==> config.mk <==
export PLATFORM = sky130hd
export DESIGN_NAME = life_gen_engine
export DESIGN_NICKNAME = d
export VERILOG_FILES = /design/src/rtl/life_gen_engine_pkg.sv /design/src/rtl/life_rule.sv /design/src/rtl/life_gen_engine.sv
export SDC_FILE = /design/constraint.sdc
export NUM_CORES = 1
export LEC_CHECK = 0
export CAP_MARGIN = 5
export CELL_PAD_IN_SITES_DETAIL_PLACEMENT = 2
export CELL_PAD_IN_SITES_GLOBAL_PLACEMENT = 2
export CORE_ASPECT_RATIO = 0.9
export CORE_MARGIN = 3
export CORE_UTILIZATION = 27
export DETAILED_ROUTE_END_ITERATION = 10
export HOLD_SLACK_MARGIN = 0.08
export PLACE_DENSITY = 0.91
export SLEW_MARGIN = 20
export SYNTH_ARGS = -nofsm -noshare
export SYNTH_HDL_FRONTEND = slang
export SYNTH_SLANG_ARGS = --single-unit
export TNS_END_PERCENT = 1
==> constraint.sdc <==
create_clock -name clk -period 5.5 [get_ports clk]
set_input_delay 1.65 -clock clk [delete_from_list [all_inputs] [get_ports clk]]
set_output_delay 1.65 -clock clk [all_outputs]
set_load 0.03 [all_outputs]
==> src/rtl/life_gen_engine_pkg.sv <==
// Shared state encoding and rule constants for the Game-of-Life generation engine.
package life_gen_engine_pkg;

    localparam int K_DEFAULT = 7;

    typedef enum logic [2:0] {
        S_IDLE  = 3'd0,
        S_FETCH = 3'd1,
        S_LAST  = 3'd2,
        S_WRITE = 3'd3,
        S_DONE  = 3'd4
    } state_t;

    localparam logic [3:0] FETCH_LAST = 4'd8;
    localparam logic [3:0] CENTRE_IDX = 4'd4;
    localparam logic [3:0] BIRTH_N    = 4'd3;
    localparam logic [3:0] SURVIVE_N  = 4'd2;

endpackage

==> src/rtl/life_rule.sv <==
// Cellular-automaton next-state rule (B3/S23); isolated so other rules can be dropped in.
module life_rule
    import life_gen_engine_pkg::*;
(
    input  logic       self,
    input  logic [3:0] ncount,
    output logic       next
);

    assign next = (ncount == BIRTH_N) | (self & (ncount == SURVIVE_N));

endmodule

==> src/rtl/life_gen_engine.sv <==
// Walks every cell of a toroidal grid, reads its 3x3 neighbourhood from the source page
// and writes the B3/S23 next state into the opposite page of a ping-pong cell RAM.
module life_gen_engine
    import life_gen_engine_pkg::*;
#(
    parameter int K  = K_DEFAULT,
    parameter int AW = 2*K+1
) (
    input  logic          clk,
    input  logic          rst,
    input  logic          start,
    output logic          walk_en,
    input  logic [K-1:0]  cell_r,
    input  logic [K-1:0]  cell_c,
    input  logic          walk_done,
    output logic          mem_rd_en,
    output logic [AW-1:0] mem_rd_addr,
    input  logic          mem_rd_data,
    output logic          mem_wr_en,
    output logic [AW-1:0] mem_wr_addr,
    output logic          mem_wr_data,
    output logic          page,
    output logic          busy,
    output logic          gen_done
);

    state_t      state, state_nx;
    logic [3:0]  idx;
    logic [3:0]  ncount;
    logic        cell_self;
    logic        next_bit;
    logic [1:0]  row_sel, col_sel;
    logic [K-1:0] rd_row, rd_col;

    // sel 0/1/2 means offset -1/0/+1, modulo 2^K so the grid wraps as a torus
    function automatic logic [K-1:0] step(input logic [1:0] sel);
        case (sel)
            2'd0:    return '1;
            2'd1:    return '0;
            default: return K'(1);
        endcase
    endfunction

    always_comb begin
        row_sel = 2'd0;
        col_sel = 2'd0;
        case (idx)
            4'd0: begin row_sel = 2'd0; col_sel = 2'd0; end
            4'd1: begin row_sel = 2'd0; col_sel = 2'd1; end
            4'd2: begin row_sel = 2'd0; col_sel = 2'd2; end
            4'd3: begin row_sel = 2'd1; col_sel = 2'd0; end
            4'd4: begin row_sel = 2'd1; col_sel = 2'd1; end
            4'd5: begin row_sel = 2'd1; col_sel = 2'd2; end
            4'd6: begin row_sel = 2'd2; col_sel = 2'd0; end
            4'd7: begin row_sel = 2'd2; col_sel = 2'd1; end
            4'd8: begin row_sel = 2'd2; col_sel = 2'd2; end
            default: begin row_sel = 2'd0; col_sel = 2'd0; end
        endcase
    end

    assign rd_row = cell_r + step(row_sel);
    assign rd_col = cell_c + step(col_sel);

    life_rule u_rule (
        .self   (cell_self),
        .ncount (ncount),
        .next   (next_bit)
    );

    always_ff @(posedge clk or posedge rst) begin
        if (rst) begin
            state     <= S_IDLE;
            idx       <= 4'd0;
            ncount    <= 4'd0;
            cell_self <= 1'b0;
            page      <= 1'b0;
        end else begin
            state <= state_nx;
            case (state)
                S_IDLE: begin
                    if (start) begin
                        idx    <= 4'd0;
                        ncount <= 4'd0;
                    end
                end
                S_FETCH: begin
                    idx <= idx + 4'd1;
                    // read data lags the address by one cycle, so it belongs to idx-1
                    if (idx != 4'd0) begin
                        if (idx == CENTRE_IDX + 4'd1) cell_self <= mem_rd_data;
                        else                          ncount    <= ncount + {3'b000, mem_rd_data};
                    end
                end
                S_LAST:  ncount <= ncount + {3'b000, mem_rd_data};
                S_WRITE: begin
                    idx    <= 4'd0;
                    ncount <= 4'd0;
                end
                S_DONE:  page <= ~page;
                default: ;
            endcase
        end
    end

    always_comb begin
        state_nx    = state;
        walk_en     = 1'b0;
        mem_rd_en   = 1'b0;
        mem_rd_addr = '0;
        mem_wr_en   = 1'b0;
        mem_wr_addr = '0;
        mem_wr_data = 1'b0;
        gen_done    = 1'b0;
        busy        = (state != S_IDLE);
        case (state)
            S_IDLE:  if (start) state_nx = S_FETCH;
            S_FETCH: begin
                mem_rd_en   = 1'b1;
                mem_rd_addr = {page, rd_row, rd_col};
                if (idx == FETCH_LAST) state_nx = S_LAST;
            end
            S_LAST:  state_nx = S_WRITE;
            S_WRITE: begin
                mem_wr_en   = 1'b1;
                mem_wr_addr = {~page, cell_r, cell_c};
                mem_wr_data = next_bit;
                walk_en     = 1'b1;
                state_nx    = walk_done ? S_DONE : S_FETCH;
            end
            S_DONE: begin
                gen_done = 1'b1;
                state_nx = S_IDLE;
            end
            default: state_nx = S_IDLE;
        endcase
    end

endmodule

==> reports/metrics.cfg <==
[status]
status=complete, no violations

[worst_setup_path]
rr_endpoint=ncount[2]
critical_path.max_stage_delay_ps=430
rr_worst_depth=7
startpoint=cell_c[0]
worstPathCellList=clkdlybuf4s50_1 -> ha_1 -> fa_1 -> a211oi_2 -> o21ai_0 -> a21oi_1 -> o211ai_1 -> nand2_1 -> buf_4
slowest_stage=clkdlybuf4s50_1
cp-end-kind=primary output
startpoint_type=input port
crit_path_end=mem_rd_addr[6]
cp_data_required_time_ps=3850
path_class=input port to primary output
r2r_start=idx[0]
arrival_ps=3730
crit_path_max_fanout=3
regToRegSetupSlack_ps=3290

[cells_and_area]
mostFrequentLayoutCells=clkdlybuf4s50_1, and2_1, nor2_1, ha_1, dfrtp_1
layout.cells.most_common=clkdlybuf4s50_1
post-route-util_pct=40.5
n_fill_cell=634
syn_to_final_growth_pct=39.7
drive_above_1_share_pct=8.57
fin_nets=282
insertedDiodeCount=0

[clock_tree]
post-cts-setup-buffers=0
cts_tree=yes
clk_latency_ps=250
clock-sinks=13
holdBufCountCts=0
ctsRootBufferMaster=clkbuf_8
cts_buffer_depth=2
clk_pin_slew_ps=50
h-tree-depth=1
numCtsBuffers=3

[route]
drc=0
drtIter0Drc=37
via_per_inst=5.17
vias=1614
ant_nets=0
drtPass1Iterations=4
routed_wl_um=5550
wl_per_cell_um=17.8

[global_routing]
track_usage_pct=16.8
antenna_found_initial=0
grt_remaining_overflow=0
grt_pass1_wl_um=9190
grt_max_degree=20
first_global_vias=1794

[die]
die_height_um=78.5
coreArea_um2=5440
io-pin-count=56
dieArea_um2=6790
num_rows=25
initial_utilization_pct=29.0
dieWidth_um=86.5

[flow_run]
cap_violations=0

[synthesis]
synthesis.area_um2=1580
syn_avg_cell_area_um2=8.08
yosysUniqueCellTypes=50
syn_inst=195
syn_nets=231
ys_warn_count=0
ys_seq_area_share_pct=20.6
ys_seq_elements=13

[place]
dp_hpwl_um=4350
io_buffers=55
gp_congestion=0.775

[timing]
period_share_pct=97.7
setup_violations=0
max_freq_mhz=186
finalHoldViolCount=0
slew_headroom_pct=52.6
rsz0062_at_grt=true
hold_ws_ps=530
post-route-min-period_ps=5380
worst_pin_slew_ps=712
tns_ps=0
slew_viol_final=0
clock_skew_ps=4.47

[hold_path]
min_path_type=flop to flop

[flip-flops by register name, summed over array words and instances (netlist names)]
register   flops
ncount         4
state          3
page           1
cell_self      1
idx            4
[cells by family after synthesis]
kind of cell | Yosys count | share of synthesized area (%)
xor gates and xnor gates | 5 | 2.78
and+or+nand+nor | 87 | 32.5
buffers and inverters | 23 | 6.90
adders and majority gates | 17 | 14.0
muxes | 7 | 4.52
DFF | 13 | 20.6
AOI/OAI and AO/OA | 43 | 18.7
[metrics by stage]
step,instance area [um^2],cells,setup slack [ps]
3_5_place_dp,2150,308,-15.1
5_1_grt,2200,312,-32.5
4_1_cts,2190,312,17.7
3_3_place_gp,2150,308,31.9
2_1_floorplan,1580,195,374
6_report,2200,312,125
[worst min path at each step]
stage               cells after the start         to  slack, ps  startpoint
floorplan                               1  cell_self        480   cell_self
global placement                        1  cell_self        500   cell_self
detailed placement                      1       page        530        page
CTS                                     1       page        530        page
global route                            1       page        550        page
finish                                  1       page        530        page
[Yosys cell counts, drive strengths merged]
cell type	number	share of area, %
and2	21	8.3
ha	16	13
nor2	16	3.8
dfrtp	13	21
inv	11	2.6
o21ai	11	3.7
a21oi	10	4.1
nand2	9	2.1
nand3	7	2.2
nor3	7	3.3
buf	6	2.9
clkbuf	6	1.4
mux2i	6	3.8
nor2b	6	2.4
a211oi	4	1.9
a21o	4	1.9
nand2b	4	1.6
or3	3	1.2
or4	3	1.7
xnor2	3	1.7
a22o	2	1.1
a31oi	2	0.79
nand4	2	0.79
nand4b	2	1.1
o211ai	2	0.95
o21bai	2	0.95
or2	2	0.79
xor2	2	1.1
a21boi	1	0.48
a311oi	1	0.56
a32o	1	0.63
and3b	1	0.56
fa	1	1.3
mux2	1	0.71
nand3b	1	1.3
nor3b	1	0.48
nor4	1	0.40
o2111a	1	0.71
o21a	1	0.48
o22ai	1	0.40
or2b	1	0.48
[layout make-up]
class	instances	area (um^2)	area share, %
clock buffer	4	45.0	2.05
inverter	11	41.3	1.88
multi-input combinational	159	1150	52.1
sequential	13	325	14.8
tap	67	83.8	3.81
timing repair buffer	58	559	25.4
[layer usage]
| metal | GRT usage, % | vias to the layer above | share of wire [%] | wire length [um] |
|---|---|---|---|---|
| met5 | 0 | - | 0 | 0 |
| met4 | 2.18 | 0 | 0.59 | 33 |
| met3 | 3.78 | 7 | 4.4 | 242 |
| met2 | 31.7 | 35 | 52 | 2880 |
| met1 | 19.5 | 787 | 43 | 2390 |
| li1 | - | 785 | - | - |
[what timing repair did]
| action | in CTS | in global routing |
|---|---|---|
| setup endpoints to repair | 3 | 3 |
| gates resized for setup | 3 | 3 |
| gates cloned | 0 | 0 |
[worst max-delay path: cells and delay by family]
kind	cells	cell delay, ps
AND/OR/NAND/NOR	1	110
adder cells (fa/ha/maj)	2	670
AO/OA/AOI/OAI	4	720
buffers and inverters	2	590
Power is not shown: default switching activity piles up to over one toggle a cycle in this logic, so the estimate is an artifact.
